==> config.mk <==
export PLATFORM = sky130hd
export DESIGN_NAME = rtc_write_sequencer
export DESIGN_NICKNAME = d
export VERILOG_FILES = /design/src/rtl/rtc_bus_pkg.sv /design/src/rtl/rtc_write_sequencer_timer.sv /design/src/rtl/rtc_write_sequencer.sv
export SDC_FILE = /design/constraint.sdc
export NUM_CORES = 1
export LEC_CHECK = 0
export CAP_MARGIN = 10
export CORE_MARGIN = 2
export CORE_UTILIZATION = 42
export CTS_CLUSTER_DIAMETER = 30
export DETAILED_ROUTE_END_ITERATION = 8
export PLACE_DENSITY = 0.77
export RECOVER_POWER = 25
export SKIP_CTS_REPAIR_TIMING = 1
export SYNTH_ARGS = -nofsm -noshare
export SYNTH_HDL_FRONTEND = slang
export SYNTH_SLANG_ARGS = --single-unit
export TNS_END_PERCENT = 50
==> constraint.sdc <==
create_clock -name clk -period 4.1 [get_ports clk]
set_input_delay 0.41 -clock clk [delete_from_list [all_inputs] [get_ports clk]]
set_output_delay 0.41 -clock clk [all_outputs]
set_load 0.005 [all_outputs]
==> src/rtl/rtc_bus_pkg.sv <==
// Shared definitions for the RTC multiplexed address/data bus masters.
// Contents: sequencer state encoding, default phase timings, bus idle
// levels, and a small max helper used to size the phase timer.
package rtc_bus_pkg;

  typedef enum logic [2:0] {
    S_IDLE     = 3'd0,
    S_ADDR_WR  = 3'd1,
    S_ADDR_REL = 3'd2,
    S_DATA_WR  = 3'd3,
    S_DATA_REL = 3'd4,
    S_DONE     = 3'd5
  } rtc_state_e;

  localparam int T_PHASE_DEF = 4;
  localparam int T_GAP_DEF   = 2;

  localparam logic CS_IDLE = 1'b1;
  localparam logic WR_IDLE = 1'b1;
  localparam logic RD_IDLE = 1'b1;

  function automatic int max_int(input int a, input int b);
    return (a > b) ? a : b;
  endfunction

endpackage

==> src/rtl/rtc_write_sequencer_timer.sv <==
// rtc_phase_timer: loadable down-counter timing one bus phase.
// Ports:
//   clk   in  system clock
//   reset in  asynchronous active-low reset
//   load  in  load the counter with len-1 this cycle
//   len   in  phase length in clock cycles (>=1)
//   zero  out counter currently reads 0 (last cycle of the phase)
// The counter holds at 0 rather than wrapping, so an idle timer stays quiet.
module rtc_phase_timer #(
  parameter int W = 3
) (
  input  logic         clk,
  input  logic         reset,
  input  logic         load,
  input  logic [W-1:0] len,
  output logic         zero
);

  logic [W-1:0] cnt;

  always_ff @(posedge clk or negedge reset) begin
    if (!reset) begin
      cnt <= '0;
    end else if (load) begin
      cnt <= len - W'(1);
    end else if (cnt != '0) begin
      cnt <= cnt - W'(1);
    end
  end

  assign zero = (cnt == '0);

endmodule

==> src/rtl/rtc_write_sequencer.sv <==
// rtc_write_sequencer: write-side master for the RTC multiplexed AD bus.
// Takes one (addr, data) request and runs a timed address phase followed by
// a data phase, each with a wr_n low pulse and a release gap.
// Ports:
//   clk, reset        clock, asynchronous active-low reset
//   start             write request, only looked at in IDLE
//   in_addr, in_dato  address/data, captured on acceptance
//   busy, done        busy from acceptance+1 through DONE; done pulse in DONE
//   ad_out, ad_oe     AD bus value and output enable
//   cs_n, rd_n, wr_n  RTC strobes (rd_n is never asserted here)
//   a_d               0 = address phase, 1 = data phase
//
// state      | meaning
// S_IDLE     | bus released, waiting for start
// S_ADDR_WR  | address driven, wr_n low for T_PHASE cycles
// S_ADDR_REL | address still driven, wr_n high for T_GAP cycles
// S_DATA_WR  | data driven, wr_n low for T_PHASE cycles
// S_DATA_REL | data still driven, wr_n high for T_GAP cycles
// S_DONE     | bus released, one-cycle done pulse
module rtc_write_sequencer
  import rtc_bus_pkg::*;
#(
  parameter int N       = 8,
  parameter int T_PHASE = T_PHASE_DEF,
  parameter int T_GAP   = T_GAP_DEF
) (
  input  logic         clk,
  input  logic         reset,
  input  logic         start,
  input  logic [N-1:0] in_addr,
  input  logic [N-1:0] in_dato,
  output logic         busy,
  output logic         done,
  output logic [N-1:0] ad_out,
  output logic         ad_oe,
  output logic         cs_n,
  output logic         rd_n,
  output logic         wr_n,
  output logic         a_d
);

  localparam int CW = $clog2(max_int(T_PHASE, T_GAP) + 1);

  rtc_state_e    state, state_nxt;
  logic [N-1:0]  addr_q, data_q;
  logic          accept;
  logic          tmr_load;
  logic [CW-1:0] tmr_len;
  logic          tmr_zero;

  rtc_phase_timer #(.W(CW)) u_timer (
    .clk   (clk),
    .reset (reset),
    .load  (tmr_load),
    .len   (tmr_len),
    .zero  (tmr_zero)
  );

  always_ff @(posedge clk or negedge reset) begin
    if (!reset) begin
      state  <= S_IDLE;
      addr_q <= '0;
      data_q <= '0;
    end else begin
      state <= state_nxt;
      if (accept) begin
        addr_q <= in_addr;
        data_q <= in_dato;
      end
    end
  end

  // Each phase reloads the timer on entry; the final gap needs no reload
  // since DONE always lasts exactly one cycle.
  always_comb begin
    state_nxt = state;
    accept    = 1'b0;
    tmr_load  = 1'b0;
    tmr_len   = CW'(T_PHASE);
    case (state)
      S_IDLE: begin
        if (start) begin
          accept    = 1'b1;
          tmr_load  = 1'b1;
          state_nxt = S_ADDR_WR;
        end
      end
      S_ADDR_WR: begin
        if (tmr_zero) begin
          tmr_load  = 1'b1;
          tmr_len   = CW'(T_GAP);
          state_nxt = S_ADDR_REL;
        end
      end
      S_ADDR_REL: begin
        if (tmr_zero) begin
          tmr_load  = 1'b1;
          state_nxt = S_DATA_WR;
        end
      end
      S_DATA_WR: begin
        if (tmr_zero) begin
          tmr_load  = 1'b1;
          tmr_len   = CW'(T_GAP);
          state_nxt = S_DATA_REL;
        end
      end
      S_DATA_REL: begin
        if (tmr_zero) state_nxt = S_DONE;
      end
      S_DONE:  state_nxt = S_IDLE;
      default: state_nxt = S_IDLE;
    endcase
  end

  // Outputs depend on state and the captured latches only, so an async
  // reset releases the bus in the same cycle.
  always_comb begin
    cs_n   = CS_IDLE;
    wr_n   = WR_IDLE;
    rd_n   = RD_IDLE;
    ad_oe  = 1'b0;
    a_d    = 1'b1;
    ad_out = '0;
    busy   = (state != S_IDLE);
    done   = 1'b0;
    case (state)
      S_ADDR_WR: begin
        cs_n = 1'b0; wr_n = 1'b0; ad_oe = 1'b1; a_d = 1'b0; ad_out = addr_q;
      end
      S_ADDR_REL: begin
        cs_n = 1'b0; ad_oe = 1'b1; a_d = 1'b0; ad_out = addr_q;
      end
      S_DATA_WR: begin
        cs_n = 1'b0; wr_n = 1'b0; ad_oe = 1'b1; ad_out = data_q;
      end
      S_DATA_REL: begin
        cs_n = 1'b0; ad_oe = 1'b1; ad_out = data_q;
      end
      S_DONE:  done = 1'b1;
      default: ;
    endcase
  end

endmodule
==> impl_metrics.json, run 1 <==
{
  "antenna_left": 0,
  "power.leakage_nw": 0.747,
  "syn_area_sq_um": 1320,
  "fin_crit_sh_pct": 77.6,
  "cp-endpoint": "ad_out[0]",
  "power-per-cell-area_nw_per_um2": 733,
  "start_util_pct": 43.7,
  "grt-ovfl-total": 0,
  "grt_max_degree": 23,
  "grt_first_pass_wirelength_um": 4200,
  "period_needed_ns": 3.18,
  "synth_top_family_by_area": "simple AND/OR/NAND/NOR gates",
  "critPathCaptureType": "output port",
  "ios": 34,
  "hold_violations": 0,
  "dieHeight_um": 60.1,
  "synth-simple-area-share_pct": 27.2,
  "r2r-start": "state[1]",
  "critPathLaunch": "state[1]",
  "grt_usage_pct": 15.6,
  "hold_path_class": "flip-flop to flip-flop",
  "num_vias": 1104,
  "firstDrtPassIters": 4,
  "fp.dieW_um": 60.1,
  "area_delta_synth_final_pct": 24.0,
  "slew_viol_final": 0,
  "multi_input_area_sq_um": 667,
  "cts_sinks": 22,
  "timing.rr.end": "u_timer.cnt[2]",
  "rows": 20,
  "path_max_fanout": 19,
  "drv_cap": 0,
  "yosysTopAreaCell": "dfrtp_1",
  "reg2regPathDepth": 7,
  "synthCells": 153,
  "drc": 0,
  "status": "finished, final reports clean",
  "hpwl_um": 1920,
  "use_met1_pct": 19.6,
  "tns_ns": 0,
  "clk_path_buf_depth": 2,
  "netlist_top_cells_area": "dfrtp_1 42%, nand2_1 17%, mux2_2 4.3%",
  "synth-xor-area-share_pct": 0.662,
  "ys.warnings.count": 0,
  "synth_top_cell_area_share_pct": 41.6,
  "fmax_mhz": 314,
  "path_class": "flip-flop to output port",
  "yosysMostFrequentCell": "nand2_1",
  "synth.area.mux_share_pct": 7.66,
  "rrSetupSlack_ns": 2.15,
  "synth_compound_area_share_pct": 13.6,
  "startpoint_type": "flip-flop",
  "diodes": 0,
  "cpPeakStageDelay_ns": 0.83,
  "synthAdderAreaFrac_pct": 0.946,
  "crit_buf_inv": 1,
  "syn_avg_cell_area_sq_um": 8.64,
  "clk-insertion-delay-late_ns": 0.31,
  "yosysUniqueCellTypes": 36,
  "design.core.area_sq_um": 3030,
  "port-buffer-count": 32,
  "crit_family": "flip-flops",
  "finalSetupViolations": 0,
  "busiest_layer": "met2",
  "cp.required_ns": 3.69,
  "clock_skew_ns": 0.00785,
  "fill_cells": 269,
  "cts_root_buffer": "clkbuf_4",
  "cp_slowest_cell": "dfrtp_1",
  "design.die.area_sq_um": 3610,
  "wire_per_inst_um": 12.2,
  "finish.net_count": 199,
  "synth_fp_nets": 173,
  "viasPerCell": 4.97,
  "numCtsBuffers": 3,
  "synthTopCellsByCount": "59 x nand2_1, 22 x dfrtp_1, 7 x o21ai_0",
  "met3_usage_pct": 1.95,
  "slew_headroom_pct": 34.8,
  "cts_tree": "done",
  "grt_pass1_vias": 983,
  "final_layout_size_suffix_gt1_share_pct": 12.4,
  "worstMarginPinSlew_ns": 0.974,
  "seqCellArea_sq_um": 551,
  "finalWirelength_um": 2700,
  "synth-seq-cells": 22,
  "arrival_ns": 2.77,
  "placed_area_sq_um": 1600,
  "cp.depth": 4,
  "rsz0062_at_grt": "false",
  "antenna_found_initial": 0,
  "vdd_drop_max_v": 0.000350,
  "h-tree-depth": 1,
  "synth_seq_area_share_pct": 41.6,
  "cp_cell_sequence": "nor2b_1 > a22oi_1 > o21ai_0 > clkdlybuf4s50_1",
  "synth_edf_count": 0,
  "synthArstFlopShare_pct": 100,
  "clkTransAtPathRegs_ns": 0.12,
  "grt_use_met2_pct": 27.0,
  "drt_iter0_markers": 33,
  "synthFlopType": "dfrtp_1",
  "stdcell_area_sq_um": 1640,
  "place.gp.congestion": 0.820
}
==> cell usage in the layout, fill, tap and decap left out, types with 2 or more instances in the layout <==
master	n
clkbuf_4	3
clkdlybuf4s50_1	31
o21ai_1	4
nand2_1	59
and2_1	2
mux2_4	3
a22oi_1	5
nor2_1	4
o21ai_0	7
a22oi_2	3
mux2_2	5
a21oi_1	4
dfrtp_1	22
nor2b_1	3
inv_1	3
==> worst reg2reg max path, cell delays in order, from the launching register on <==
cell	delay, ns
dfrtp_1	0.83
nor2b_4	0.10
nand2_2	0.30
a21oi_1	0.12
ha_1	0.21
inv_1	0.07
nand3_1	0.06
nor3b_2	0.15
==> state kept, by name (all words and copies together) (netlist names) <==
signal and flops:
addr_q 8, data_q 8, state 3, u_timer.cnt 3
==> through the flow <==
| step | hold slack, ns | setup slack [ns] | instances | util (%) | total power, mW |
|---|---|---|---|---|---|
| finish | 0.513 | 0.917 | 222 | 54.2 | 1.20 |
| detailed placement | 0.490 | 1.24 | 218 | 53.0 | 1.09 |
| global route | 0.541 | 0.711 | 222 | 54.2 | 1.29 |
| CTS | 0.520 | 0.863 | 222 | 54.2 | 1.21 |
| floorplan | 0.114 | 2.57 | 153 | - | 0.861 |
| global placement | 0.479 | 1.32 | 218 | 53.0 | 1.06 |
==> layout make-up <==
type	count	share of cell area (%)
clock buffers	4	2.21
flip-flops and latches	22	33.6
multi-input cells	117	40.7
inverters	3	0.687
well taps	44	3.36
repair buffers	32	19.5
==> logic make-up after synthesis <==
| logic type | after synthesis |
|---|---|
| compound gates | 27 |
| xor+xnor | 1 |
| fa+ha+maj | 1 |
| buf+inv | 14 |
| flops | 22 |
| mux | 8 |
| other cells | 1 |
| simple gates | 79 |
==> per-layer routing <==
metal / part of all wire (%) / routed length, um / vias up
li1: - / - / 550
met1: 45 / 1220 / 515
met2: 47 / 1280 / 36
met3: 6.1 / 165 / 3
met4: 1.3 / 34 / 0
met5: 0 / 0 / -
==> power by group <==
group / switching [mW] / internal [mW]
clock network: 0.0647 / 0.0543
logic: 0.252 / 0.370
registers: 0.143 / 0.318
==> worst min path at each step <==
| stage | startpoint | to | slack, ns | cells after the start |
|---|---|---|---|---|
| after global placement | addr_q[1] | addr_q[1] | 0.48 | 2 |
| after floorplan | reset | addr_q[0] | 0.11 | 0 |
| after global routing | addr_q[7] | addr_q[7] | 0.54 | 2 |
| final | addr_q[7] | addr_q[7] | 0.51 | 2 |
| after detailed placement | addr_q[7] | addr_q[7] | 0.49 | 2 |
| after CTS | addr_q[7] | addr_q[7] | 0.52 | 2 |
Note: power is estimated with default switching activity, not from simulation.
==> inputs of run 2 (changes only) <==
==> constraint.sdc (replaced) <==
create_clock -name clk -period 3.1 [get_ports clk]
set_input_delay 0.31 -clock clk [delete_from_list [all_inputs] [get_ports clk]]
set_output_delay 0.31 -clock clk [all_outputs]
set_load 0.005 [all_outputs]
==> run 2 against run 1 <==
First-iteration DRC count down 3.0%. Worst hold slack worse by 0.0055 ns. Register-to-register slack got worse by 0.96 ns. Critical path depth stayed put. Combinational power increased by 43%. Flip-flop and latch count stayed put. Clock skew fell by 0.0063 ns. Cell area up 0.61%. Clock-buffer cell count did not move. Highest routed layer unchanged. Via count is 1.4% higher.
==> impl_metrics.json, run 2 (synthesized netlist as in run 1, its figures left out) <==
{
  "grt_pass1_vias": 1166,
  "area_delta_synth_final_pct": 24.8,
  "final_common_cell": "nand2_1",
  "clk_path_buf_depth": 2,
  "drt_iter0_markers": 32,
  "hpwl_um": 2200,
  "crit_buf_inv": 1,
  "rows": 20,
  "place.gp.congestion": 0.855,
  "slew_headroom_pct": 34.2,
  "power.leakage_nw": 0.753,
  "cts_sinks": 22,
  "slew_viol_final": 0,
  "firstDrtPassIters": 4,
  "hold_depth": 3,
  "drc": 0,
  "h-tree-depth": 1,
  "status": "finished, final reports clean",
  "grt-ovfl-total": 0,
  "power-per-cell-area_nw_per_um2": 988,
  "design.core.area_sq_um": 3030,
  "pre_cts_ws_ns": 0.591,
  "ios": 34,
  "wire_per_inst_um": 13.4,
  "busiest_layer": "met2",
  "numCtsBuffers": 3,
  "worstMarginPinSlew_ns": 0.983,
  "cp_cell_sequence": "nor2b_2 > a22oi_1 > o21ai_0 > clkdlybuf4s50_1",
  "fin_ws_ns": 0.443,
  "path_max_fanout": 18,
  "fin_crit_sh_pct": 85.7,
  "grt_first_pass_wirelength_um": 4960,
  "cp_slowest_cell": "dfrtp_1",
  "final_layout_size_suffix_gt1_share_pct": 13.4,
  "timing.rr.end": "u_timer.cnt[2]",
  "rsz0062_at_grt": "false",
  "num_vias": 1119,
  "hold_violations": 0,
  "fp.dieW_um": 60.1,
  "arrival_ns": 2.35,
  "finalWirelength_um": 2990,
  "grt_max_degree": 23,
  "path_class": "flip-flop to output port",
  "finish.net_count": 200,
  "antenna_found_initial": 0,
  "cts_root_buffer": "clkbuf_4",
  "cts_tree": "done",
  "period_needed_ns": 2.66,
  "fin_hold_ws_ns": 0.507,
  "grt_use_met2_pct": 33.1,
  "use_met1_pct": 20.6,
  "port-buffer-count": 32,
  "reg2regPathDepth": 7,
  "critPathLaunch": "state[0]",
  "start_util_pct": 43.7,
  "met3_usage_pct": 3.03,
  "antenna_left": 0,
  "grt_usage_pct": 18.4,
  "tns_ns": 0,
  "crit_family": "flip-flops",
  "final_cell_mix": "59 x nand2_1, 31 x clkdlybuf4s50_1, 22 x dfrtp_1, 7 x o21ai_0",
  "fmax_mhz": 376,
  "finalSetupViolations": 0,
  "viasPerCell": 5.02,
  "top_regs": "addr_q (8), data_q (8)",
  "rrSetupSlack_ns": 1.19,
  "dieHeight_um": 60.1,
  "stdcell_area_sq_um": 1650,
  "holdPathEnd": "data_q[3]",
  "clock_skew_ns": 0.00151,
  "diodes": 0,
  "startpoint_type": "flip-flop",
  "hold_path_class": "input pin to flip-flop",
  "critPathCaptureType": "output port",
  "r2r-start": "state[0]",
  "min_from": "in_dato[3]",
  "cpPeakStageDelay_ns": 0.63,
  "design.die.area_sq_um": 3610,
  "total_power_mw": 1.63,
  "clk-insertion-delay-late_ns": 0.31,
  "vdd_drop_max_v": 0.000372,
  "drv_cap": 0,
  "cp.required_ns": 2.79,
  "placed_area_sq_um": 1610,
  "clkTransAtPathRegs_ns": 0.12
}
-- run 2: area by class of cell --
cell class                      count  area [sq um]
Clock buffer                        4          36.3
Fill cell                         303          1380
Inverter                            3          11.3
Multi-Input combinational cell    117           669
Sequential cell                    22           551
Tap cell                           44          55.1
Timing Repair Buffer               33           328
-- run 2: how the worst max path moves through the flow --
stage                                end  slack, ns  depth (start not counted)
after floorplan           u_timer.cnt[2]       1.57                          9
after global placement         ad_out[0]       0.66                          4
after detailed placement       ad_out[0]       0.59                          4
after CTS                      ad_out[0]       0.21                          4
after global routing           ad_out[0]       0.26                          4
final                          ad_out[0]       0.44                          4
-- run 2: where the power goes --
| part | switching (mW) | internal (mW) |
|---|---|---|
| clock | 0.0893 | 0.0719 |
| sequential | 0.159 | 0.421 |
| combinational | 0.390 | 0.498 |
| total | 0.639 | 0.991 |
-- run 2: stage by stage --
step | instances | util [%]
final | 223 | 54.5
after CTS | 223 | 54.4
after floorplan | 153 | -
after global placement | 219 | 53.2
after detailed placement | 219 | 53.2
after global routing | 223 | 54.5
-- run 2: worst reg2reg max path, delay by kind of cell, from the launching register on --
kind / cells / cell delay [ns]
buffers and inverters: 1 / 0.07
AOI/OAI and AO/OA: 1 / 0.12
and+or+nand+nor: 4 / 0.65
DFF: 1 / 0.77
adders and majority gates: 1 / 0.20
-- run 2: layer usage --
metal,vias up,wire length [um]
li1,548,-
met1,528,1220
met2,38,1580
met3,5,150
met4,0,48
met5,-,0
==> inputs of run 3 (changes only) <==
--- a/config.mk
+++ b/config.mk
@@ -10,8 +10,9 @@
 export CORE_UTILIZATION = 42
 export CTS_CLUSTER_DIAMETER = 30
 export DETAILED_ROUTE_END_ITERATION = 8
-export PLACE_DENSITY = 0.77
+export PLACE_DENSITY = 0.71
 export RECOVER_POWER = 25
+export REMOVE_ABC_BUFFERS = 1
 export SKIP_CTS_REPAIR_TIMING = 1
 export SYNTH_ARGS = -nofsm -noshare
 export SYNTH_HDL_FRONTEND = slang
==> run 3 against run 2 <==
Clock skew rose by 0.0070 ns. Non-clock buffer count rose by 2. Cell area fell by 0.38%. Maximum frequency rose by 6.4%. Worst hold slack improved by 0.0073 ns. Clock power fell by 19%. Sequential power fell by 1%. Final cell count rose by 0.45%. Critical path type unchanged. Largest cell class unchanged. Largest power group unchanged. Highest routed layer is now met3.
==> impl_metrics.json, run 3 (synthesized netlist as in run 1, its figures left out) <==
{
  "status": "finished, final reports clean",
  "finalWirelength_um": 2810,
  "clkPwrFrac_pct": 8.2,
  "clk-insertion-delay-late_ns": 0.31,
  "viasPerCell": 4.98,
  "cts_tree": "done",
  "antenna_left": 0,
  "power.share.sequential_pct": 36.0,
  "cts_sinks": 22,
  "hold_path_class": "input pin to flip-flop",
  "drv_cap": 0,
  "finalSetupViolations": 0,
  "grt_usage_pct": 17.8,
  "worstMarginPinSlew_ns": 1.00,
  "fin_crit_sh_pct": 80.5,
  "hpwl_um": 1980,
  "design.die.area_sq_um": 3610,
  "vdd_drop_max_v": 0.000412,
  "grt_first_pass_wirelength_um": 4820,
  "grt_max_degree": 23,
  "r2r-start": "state[1]",
  "finish.net_count": 202,
  "top_regs": "addr_q (8), data_q (8)",
  "path_class": "flip-flop to output port",
  "power_frac_comb_pct": 55.8,
  "cp.required_ns": 2.79,
  "grt-ovfl-total": 0,
  "fin_cells": 224,
  "min_from": "in_dato[2]",
  "placed_area_sq_um": 1630,
  "p_sw_share_pct": 38.6,
  "firstDrtPassIters": 4,
  "cp_cell_sequence": "and2_1 > nand2_1 > o21ai_1 > clkdlybuf4s50_1",
  "arrival_ns": 2.19,
  "final_cell_mix": "59 x nand2_1, 31 x clkdlybuf4s50_1, 22 x dfrtp_1, 7 x o21ai_0",
  "num_vias": 1115,
  "critPathCaptureType": "output port",
  "final_layout_size_suffix_gt1_share_pct": 12.8,
  "hold_violations": 0,
  "h-tree-depth": 1,
  "startpoint_type": "flip-flop",
  "ios": 34,
  "slew_viol_final": 0,
  "rrSetupSlack_ns": 1.11,
  "p_int_uw": 976,
  "reg2regPathDepth": 8,
  "dieHeight_um": 60.1,
  "start_util_pct": 43.7,
  "holdPathEnd": "data_q[2]",
  "clk_path_buf_depth": 2,
  "cp_slowest_cell": "dfrtp_1",
  "wire_per_inst_um": 12.5,
  "drc": 0,
  "power-per-cell-area_nw_per_um2": 967,
  "period_needed_ns": 2.50,
  "port-buffer-count": 32,
  "timing.rr.end": "u_timer.cnt[2]",
  "stdcell_area_sq_um": 1640,
  "clock_skew_ns": 0.00855,
  "tns_ns": 0,
  "grt_pass1_vias": 1053,
  "antenna_found_initial": 0,
  "final_common_cell": "nand2_1",
  "cpPeakStageDelay_ns": 0.71,
  "rsz0062_at_grt": "false",
  "slew_headroom_pct": 32.9,
  "numCtsBuffers": 3,
  "area_delta_synth_final_pct": 24.3,
  "fmax_mhz": 401,
  "hold_depth": 3,
  "cts_root_buffer": "clkbuf_4",
  "power.leakage_nw": 0.754,
  "rows": 20,
  "design.core.area_sq_um": 3030,
  "diodes": 0,
  "total_power_mw": 1.59,
  "drt_iter0_markers": 32,
  "switchingPower_uw": 614,
  "place.gp.congestion": 0.809,
  "dp.cells": 221,
  "fp.dieW_um": 60.1,
  "path_max_fanout": 18,
  "clkTransAtPathRegs_ns": 0.12
}
[run 3: cell types whose count changed in the layout (fill, tap and decap cells not counted), sizes merged]
cell    delta
clkbuf     -1
buf        +2
[run 3: how the worst max path moves through the flow]
stage              from  cells after the start        end  slack, ns
2_1_floorplan  state[1]                      3  ad_out[0]       1.21
3_3_place_gp   state[2]                      4  ad_out[5]       0.97
3_5_place_dp   state[1]                      5  ad_out[4]       0.96
4_1_cts        state[1]                      5  ad_out[4]       0.60
5_1_grt        state[1]                      5  ad_out[2]       0.41
6_report       state[2]                      4  ad_out[3]       0.60
[run 3: layer usage]
layer  share of wire [%]  wire, um  GRT usage (%)
met3                 3.7       104           3.90
met4                   0         0           4.76
met2                  49      1390           29.0
met5                   0         0              0
met1                  47      1320           23.7
[run 3: power groups by stage]
stage          Combinational (mW)  Sequential [mW]  Clock [mW]
2_1_floorplan               0.500            0.562           0
3_3_place_gp                0.864            0.575           0
3_5_place_dp                0.894            0.580           0
4_1_cts                     0.901            0.574       0.135
5_1_grt                     0.990            0.595       0.149
6_report                    0.887            0.572       0.131
[run 3: critical path: cells and delay by family, from the launching register on]
family	cells	cell delay, ns
AO/OA/AOI/OAI	1	0.10
flip-flops	1	0.71
buffers and inverters	1	0.53
AND/OR/NAND/NOR	2	0.54
[run 3: through the flow]
step           utilization, %  worst slack, ns  hold WS (ns)
2_1_floorplan               -             1.21        0.0144
3_3_place_gp             53.7            0.973         0.481
3_5_place_dp             53.7            0.961         0.484
4_1_cts                  54.5            0.597         0.505
5_1_grt                  54.3            0.410         0.499
6_report                 54.3            0.603         0.515
[run 3: cell type report]
cell class                      count  area, sq um
Sequential cell                    22          551
Tap cell                           44         55.1
Timing Repair Buffer               35          343
Multi-Input combinational cell    117          662
Clock buffer                        3         22.5
Inverter                            3         11.3
Fill cell                         278         1380
